### src/rtl/corral_pkg.sv
`default_nettype none
// Shared types and limits for the Corral turn sequencer.
package corral_pkg;

  typedef enum logic [1:0] {
    ST_IDLE   = 2'd0,
    ST_HOLD   = 2'd1,
    ST_SETTLE = 2'd2
  } turn_state_t;

  localparam logic [2:0] MOVE_MIN  = 3'd1;
  localparam logic [2:0] MOVE_MAX  = 3'd5;
  localparam logic [5:0] TURN_MAX  = 6'd63;
  localparam logic [3:0] TALLY_MAX = 4'd15;

  function automatic logic is_legal(input logic [2:0] m);
    return (m >= MOVE_MIN) && (m <= MOVE_MAX);
  endfunction

endpackage
`default_nettype wire

### src/rtl/corral_debounce.sv
`default_nettype none
// Two-flop synchronizer followed by a counter debouncer; the level follows the
// synchronized input only after CYCLES consecutive cycles of a stable new value.
module corral_debounce #(
  parameter int WIDTH  = 1,
  parameter int CYCLES = 1000
) (
  input  logic             clock,
  input  logic             reset,
  input  logic [WIDTH-1:0] raw,
  output logic [WIDTH-1:0] level
);

  localparam int CW = $clog2(CYCLES + 1);

  logic [WIDTH-1:0] sync1, sync2, sync3;
  logic [CW-1:0]    cnt;
  logic [CW-1:0]    base;
  logic             differ;
  logic             changed;

  // A change in the synchronized value restarts the stability count.
  always_comb begin
    differ  = (sync2 != level);
    changed = (sync2 != sync3);
    base    = changed ? '0 : cnt;
  end

  always_ff @(posedge clock) begin
    if (reset) begin
      sync1 <= '0;
      sync2 <= '0;
      sync3 <= '0;
      level <= '0;
      cnt   <= '0;
    end else begin
      sync1 <= raw;
      sync2 <= sync1;
      sync3 <= sync2;
      if (!differ) begin
        cnt <= '0;
      end else if (base == CW'(CYCLES - 1)) begin
        level <= sync2;
        cnt   <= '0;
      end else begin
        cnt <= base + 1'b1;
      end
    end
  end

endmodule
`default_nettype wire

### src/rtl/corral_turn_ctrl.sv
`default_nettype none
// Corral turn sequencer: conditions pad inputs, validates moves, pulses the
// core's enter/move with a ready handshake and keeps turn and score tallies.
module corral_turn_ctrl
  import corral_pkg::*;
#(
  parameter int DEBOUNCE_CYCLES = 1000,
  parameter int HOLD_CYCLES     = 2,
  parameter int TIMEOUT_CYCLES  = 4096
) (
  input  logic       clock,
  input  logic       reset,
  input  logic       btn_enter,
  input  logic [2:0] sw_move,
  input  logic       game_ready,
  input  logic       game_over,
  input  logic       game_lostwon,
  output logic       enter,
  output logic [2:0] move,
  output logic [5:0] turn_count,
  output logic [3:0] wins,
  output logic [3:0] losses,
  output logic       illegal_move,
  output logic       timeout,
  output logic       busy
);

  localparam int CNT_MAX = (HOLD_CYCLES > TIMEOUT_CYCLES) ? HOLD_CYCLES : TIMEOUT_CYCLES;
  localparam int CNT_W   = $clog2(CNT_MAX + 1);

  logic             btn_level;
  logic             btn_prev;
  logic             press;
  logic [2:0]       move_level;
  turn_state_t      state, state_next;
  logic [CNT_W-1:0] cnt, cnt_next;
  logic             accept;
  logic             reject;
  logic             timeout_hit;
  logic             go_prev;
  logic             go_rise;
  logic             new_round;

  corral_debounce #(.WIDTH(1), .CYCLES(DEBOUNCE_CYCLES)) u_btn_db (
    .clock (clock),
    .reset (reset),
    .raw   (btn_enter),
    .level (btn_level)
  );

  corral_debounce #(.WIDTH(3), .CYCLES(DEBOUNCE_CYCLES)) u_move_db (
    .clock (clock),
    .reset (reset),
    .raw   (sw_move),
    .level (move_level)
  );

  assign press   = btn_level & ~btn_prev;
  assign go_rise = game_over & ~go_prev;

  always_ff @(posedge clock) begin
    if (reset) begin
      state <= ST_IDLE;
      cnt   <= '0;
    end else begin
      state <= state_next;
      cnt   <= cnt_next;
    end
  end

  // One counter serves both the hold length and the settle timeout.
  always_comb begin
    state_next  = state;
    cnt_next    = cnt;
    accept      = 1'b0;
    reject      = 1'b0;
    timeout_hit = 1'b0;
    case (state)
      ST_IDLE: begin
        if (press && game_ready) begin
          if (is_legal(move_level)) begin
            accept     = 1'b1;
            state_next = ST_HOLD;
            cnt_next   = '0;
          end else begin
            reject = 1'b1;
          end
        end
      end
      ST_HOLD: begin
        if (cnt == CNT_W'(HOLD_CYCLES - 1)) begin
          state_next = ST_SETTLE;
          cnt_next   = '0;
        end else begin
          cnt_next = cnt + 1'b1;
        end
      end
      ST_SETTLE: begin
        if (game_ready) begin
          state_next = ST_IDLE;
          cnt_next   = '0;
        end else if (cnt == CNT_W'(TIMEOUT_CYCLES - 1)) begin
          timeout_hit = 1'b1;
          state_next  = ST_IDLE;
          cnt_next    = '0;
        end else begin
          cnt_next = cnt + 1'b1;
        end
      end
      default: begin
        state_next = ST_IDLE;
        cnt_next   = '0;
      end
    endcase
  end

  always_ff @(posedge clock) begin
    if (reset) begin
      btn_prev     <= 1'b0;
      go_prev      <= 1'b0;
      enter        <= 1'b0;
      move         <= 3'd0;
      turn_count   <= 6'd0;
      wins         <= 4'd0;
      losses       <= 4'd0;
      illegal_move <= 1'b0;
      timeout      <= 1'b0;
      busy         <= 1'b0;
      new_round    <= 1'b0;
    end else begin
      btn_prev     <= btn_level;
      go_prev      <= game_over;
      enter        <= (state_next == ST_HOLD);
      busy         <= (state_next != ST_IDLE);
      illegal_move <= reject;
      timeout      <= timeout | timeout_hit;

      if (accept) begin
        move <= move_level;
        if (new_round)
          turn_count <= 6'd1;
        else if (turn_count != TURN_MAX)
          turn_count <= turn_count + 1'b1;
      end

      // A round ending in the same cycle as an accept marks the following move as round start.
      if (go_rise) begin
        new_round <= 1'b1;
        if (game_lostwon) begin
          if (wins != TALLY_MAX) wins <= wins + 1'b1;
        end else begin
          if (losses != TALLY_MAX) losses <= losses + 1'b1;
        end
      end else if (accept) begin
        new_round <= 1'b0;
      end
    end
  end

endmodule
`default_nettype wire

### config.mk
export PLATFORM = sky130hd
export DESIGN_NAME = corral_turn_ctrl
export DESIGN_NICKNAME = d
export VERILOG_FILES = /design/src/rtl/corral_pkg.sv /design/src/rtl/corral_debounce.sv /design/src/rtl/corral_turn_ctrl.sv
export SDC_FILE = /design/constraint.sdc
export NUM_CORES = 1
export LEC_CHECK = 0
export BUFFER_PORTS_ARGS = -buffer_cell sky130_fd_sc_hd__buf_2
export CORE_ASPECT_RATIO = 1.4
export CORE_MARGIN = 5
export CORE_UTILIZATION = 25
export DETAILED_ROUTE_END_ITERATION = 6
export PLACE_DENSITY_LB_ADDON = 0.2
export SLEW_MARGIN = 20
export SYNTH_ARGS = -nofsm -noshare
export SYNTH_HDL_FRONTEND = slang
export SYNTH_SLANG_ARGS = --single-unit
### constraint.sdc
create_clock -name clock -period 2.89 [get_ports clock]
set_clock_uncertainty 0.2 [all_clocks]
set_input_delay 0.578 -clock clock [delete_from_list [all_inputs] [get_ports clock]]
set_output_delay 0.578 -clock clock [all_outputs]
set_load 0.02 [all_outputs]
==> impl.org <==
** Placement
- Buffers placed on the I/O ports in this run total 29.
- After legalization and detailed placement, the total HPWL measured 5094 um.
- Final weighted congestion of routability-driven global placement :: 0.7982

** Timing
- For the finished layout, the period the worst path requires is 2.428 ns.
- Slew HR :: 0.5402
- Aggregate negative setup slack :: 0 ns
- Highest clock frequency the design can meet :: 0.4118 GHz
- Number of endpoints failing setup at the final stage :: 0
- Hold timing on the final database bottoms out at a slack of 0.2436 ns.
- In the finished design, the share of the clock period the worst path needs comes to 0.8402.
- Final-report hold violation count :: 0
- The max-slew violation count was 0.
- Unrepaired setup endpoints after global routing :: false
- At the pin with the least slew margin, the transition time is 0.6844 ns.

** Run
- Across the run, the number of max-cap violations was 0.

** Die
- The floorplan step defined a die boundary enclosing 15,630 um2.
- From left edge to right edge, the die measures 107.1 um.
- In this run the count of I/O pins placed on the die edge is 30.
- Y dimension of the die :: 145.9 um
- Area of the core :: 12,870 um2
- The initialized floorplan defines 49 standard-cell rows.
- Starting utilization of the core area :: 0.2563

** Cells and area
- Layout cell share with drive strength beyond 1 :: 0.1386
- The multi-input combinational cells in the finished layout cover a total of 1733 um2.
- Most common cell after layout, fill and taps aside :: sky130_fd_sc_hd__dfxtp_1
- Commonest cells after routing, fill and taps aside :: sky130_fd_sc_hd__dfxtp_1 (75), sky130_fd_sc_hd__nor2_1 (52), sky130_fd_sc_hd__nand2_1 (34)
- Area used by sequential logic in the layout :: 1501 um2
- Number of nets in the layout :: 419
- Area delta synth->final :: 18.43%
- The layout has 1,357 filler cells.
- The repair_antennas step left the layout with diodes totalling 0.

** Min path
- The path class of the tightest hold or removal check is register to register.
- Worst hold path depth :: 1

** Power and ir drop
- Across the VDD grid, the largest voltage drop is 0.2835 mV.
- Static leakage :: 1.531 nW
- Dividing total power by cell area gives a power density of 554.6 nW/um2.

** Setup path
- For the worst setup path, the data arrival time is 2.44 ns.
- The critical path crosses 9 cells after its start point.
- List of cells traversed by the critical path :: xor2_1 -> nor3_1 -> and2_1 -> ha_1 -> nand2_1 -> nor4_1 -> buf_4 -> nand3b_1 -> nor2_1
- STA puts the critical path data required time at 2.90 ns.
- Biggest cell delay along the critical path :: 0.36 ns
- Worst reg2reg path depth :: 9
- Grouping stages by cell kind, the critical path spends the most delay in simple AND/OR/NAND/NOR gates.
- Capturing element type of the critical path :: register
- Buf+Inv Stages, Crit Path :: 1
- The critical path is of the register to register type.
- Among all stages on the critical path, the largest delay is contributed by sky130_fd_sc_hd__nor3_1.
- Largest fanout on the critical path :: 6
- STA classifies the critical path startpoint as a register.

** Routing
- Per-cell via count in the routed design :: 4.603
- Wire per inst :: 12.42 um
- Detailed-routing iteration count for the pre-antenna-repair pass :: 4
- Final Routed Wirelength :: 6917 um
- After detailed routing, the number of remaining DRC violations is 0.
- Iteration-0 DRC Markers :: 85
- The routed layout has 2,564 vias.
- Remaining antenna violation count after routing :: 0

** Yosys
- The most used flip-flop cell after synthesis is sky130_fd_sc_hd__dfxtp_1.
- Synthesis instantiated 46 different standard cells from the library.
- Post-synthesis instance total :: 363
- Fraction of registers with async set/reset :: 0
- Post-synthesis cell type with the largest combined area :: sky130_fd_sc_hd__dfxtp_1
- Flip-flop and latch count after synthesis :: 75
- The cell area that synthesis handed to floorplanning was 3299 um2.
- The synthesized design contains 0 enable-type register cells.
- Yosys printed 0 warnings.
- Share of the yosys chip area belonging to registers :: 0.4551
- Counting every net in the synthesized netlist gives 383.
- A synthesized cell averages 9.089 um2.
- The share of synthesized area in the top cell type comes to 0.4551.
- In the post-synthesis netlist, the biggest area contributors are sky130_fd_sc_hd__dfxtp_1 (46%), sky130_fd_sc_hd__nor2_1 (5.9%), sky130_fd_sc_hd__xor2_1 (5.8%).

** Clock network
- Post-CTS setup buffer count :: 0
- The root buffer cell chosen for the clock tree is sky130_fd_sc_hd__clkbuf_16.
- TritonCTS built the clock tree.
- Clock transition time at the flip-flop clock pins of the worst setup and hold paths :: 0.06 ns
- Clock latency of the later-clocked register in the worst-skew pair :: 0.33 ns
- In this run, post-CTS hold repair placed 0 buffers.
- Post-CTS repair changed the size of 0 cells.
- Number of buffers added by the clock tree synthesis step :: 9
- No sink is reached through more buffers than the 2 on the longest clock path.
- Number of sinks driven by the clock tree :: 75
- Number of levels the H-tree was split into :: 3

** Global routing
- Busiest metal layer after global routing :: met2
- Met1 track demand over resource in global routing :: 0.1109
- Maximum number of pins on one net before global-route repair :: 26
- The total overflow left after global routing is 0.
- For this run, global-route usage on met3 was measured as 0.02663.
- In the global route stage, met2 resource usage came out at 0.1601.
- The first global-routing pass estimated 11,990 um of wire.
- The via count of the first global-routing pass came to 2,605.
- For this run, the total global-route usage over all layers was measured as 0.09448.
- The initial antenna violation count came to 0.

** Outcome
- The run finished with clean final reports.
kinds of logic after synthesis:
family                   share of synthesized area
multiplexers                               0.01251
buffers and inverters                      0.01972
XOR/XNOR                                    0.1035
adder cells (fa/ha/maj)                    0.04171
flip-flops                                  0.4551
AND/OR/NAND/NOR                             0.2799
AO/OA/AOI/OAI                              0.08760
where the power goes:
group	leakage (nW)	internal, W	total, W	switching (W)
Combinational	0.782	0.0000293	0.0000735	0.0000443
Clock	0.141	0.000621	0.00104	0.000414
Sequential	0.607	0.00105	0.00106	0.0000103
area by class of cell:
cell class	count	share of cell area
Clock buffer	11	0.06468
Clock inverter	5	0.007045
Sequential cell	75	0.3842
Timing Repair Buffer	33	0.04483
Tap cell	153	0.04899
Multi-Input combinational cell	273	0.4435
Inverter	7	0.006724
worst reg2reg max path, cell delays in order, from the launching register on:
cell,delay (ns)
sky130_fd_sc_hd__dfxtp_1,0.34
sky130_fd_sc_hd__xor2_1,0.17
sky130_fd_sc_hd__nor3_1,0.36
sky130_fd_sc_hd__and2_1,0.21
sky130_fd_sc_hd__ha_1,0.20
sky130_fd_sc_hd__nand2_1,0.08
sky130_fd_sc_hd__nor4_1,0.25
sky130_fd_sc_hd__buf_4,0.19
sky130_fd_sc_hd__nand3b_1,0.24
sky130_fd_sc_hd__nor2_1,0.08
synth_stat cells (2+ instances only):
cell type	instances
sky130_fd_sc_hd__a211oi_1	2
sky130_fd_sc_hd__a21oi_1	10
sky130_fd_sc_hd__a22o_1	7
sky130_fd_sc_hd__a311oi_1	2
sky130_fd_sc_hd__and2_1	6
sky130_fd_sc_hd__and3_1	10
sky130_fd_sc_hd__and3b_1	2
sky130_fd_sc_hd__and4b_1	2
sky130_fd_sc_hd__clkbuf_1	5
sky130_fd_sc_hd__dfxtp_1	75
sky130_fd_sc_hd__ha_1	11
sky130_fd_sc_hd__inv_1	7
sky130_fd_sc_hd__mux2i_1	3
sky130_fd_sc_hd__nand2_1	34
sky130_fd_sc_hd__nand2b_1	5
sky130_fd_sc_hd__nand3_1	17
sky130_fd_sc_hd__nand3b_1	2
sky130_fd_sc_hd__nand4_1	9
sky130_fd_sc_hd__nor2_1	52
sky130_fd_sc_hd__nor2b_1	17
sky130_fd_sc_hd__nor3_1	12
sky130_fd_sc_hd__nor4_1	6
sky130_fd_sc_hd__o21ai_0	7
sky130_fd_sc_hd__xnor2_1	17
sky130_fd_sc_hd__xor2_1	22
sequential cells by signal, indices dropped and copies added, names as in the netlist, 2 cells and up:
signal	flops
wins	4
move	3
u_btn_db.cnt	10
turn_count	6
u_move_db.sync3	3
u_move_db.cnt	10
u_move_db.sync2	3
cnt	13
u_move_db.level	3
u_move_db.sync1	3
losses	4
state	2
per-layer routing:
| layer | part of all wire | vias to the layer above |
|---|---|---|
| met1 | 0.46 | 1202 |
| li1 | - | 1318 |
| met5 | 0 | - |
| met3 | 0.038 | 10 |
| met2 | 0.49 | 34 |
| met4 | 0.017 | 0 |
final timing paths:
path	start	endpoint	slack, ns
worst max-delay path	u_move_db.sync2[1]	u_move_db.cnt[4]	0.46
worst min-delay path	u_move_db.sync1[1]	u_move_db.sync2[1]	0.24
worst max register to register	u_move_db.sync2[1]	u_move_db.cnt[4]	0.46
worst min register to register	u_move_db.sync1[1]	u_move_db.sync2[1]	0.24
stage by stage:
stage | cell area [um2] | power (W) | cells | utilization | setup slack, ns
after floorplan | 3299 | 0.001128 | 363 | - | 0.2710
after global placement | 3627 | 0.001155 | 541 | 0.2817 | 0.5387
after detailed placement | 3627 | 0.001156 | 541 | 0.2817 | 0.4640
after CTS | 3908 | 0.002212 | 557 | 0.3035 | 0.4504
after global routing | 3908 | 0.002264 | 557 | 0.3035 | 0.2475
final | 3908 | 0.002167 | 557 | 0.3035 | 0.4619
(Power assumes the default switching activity.)
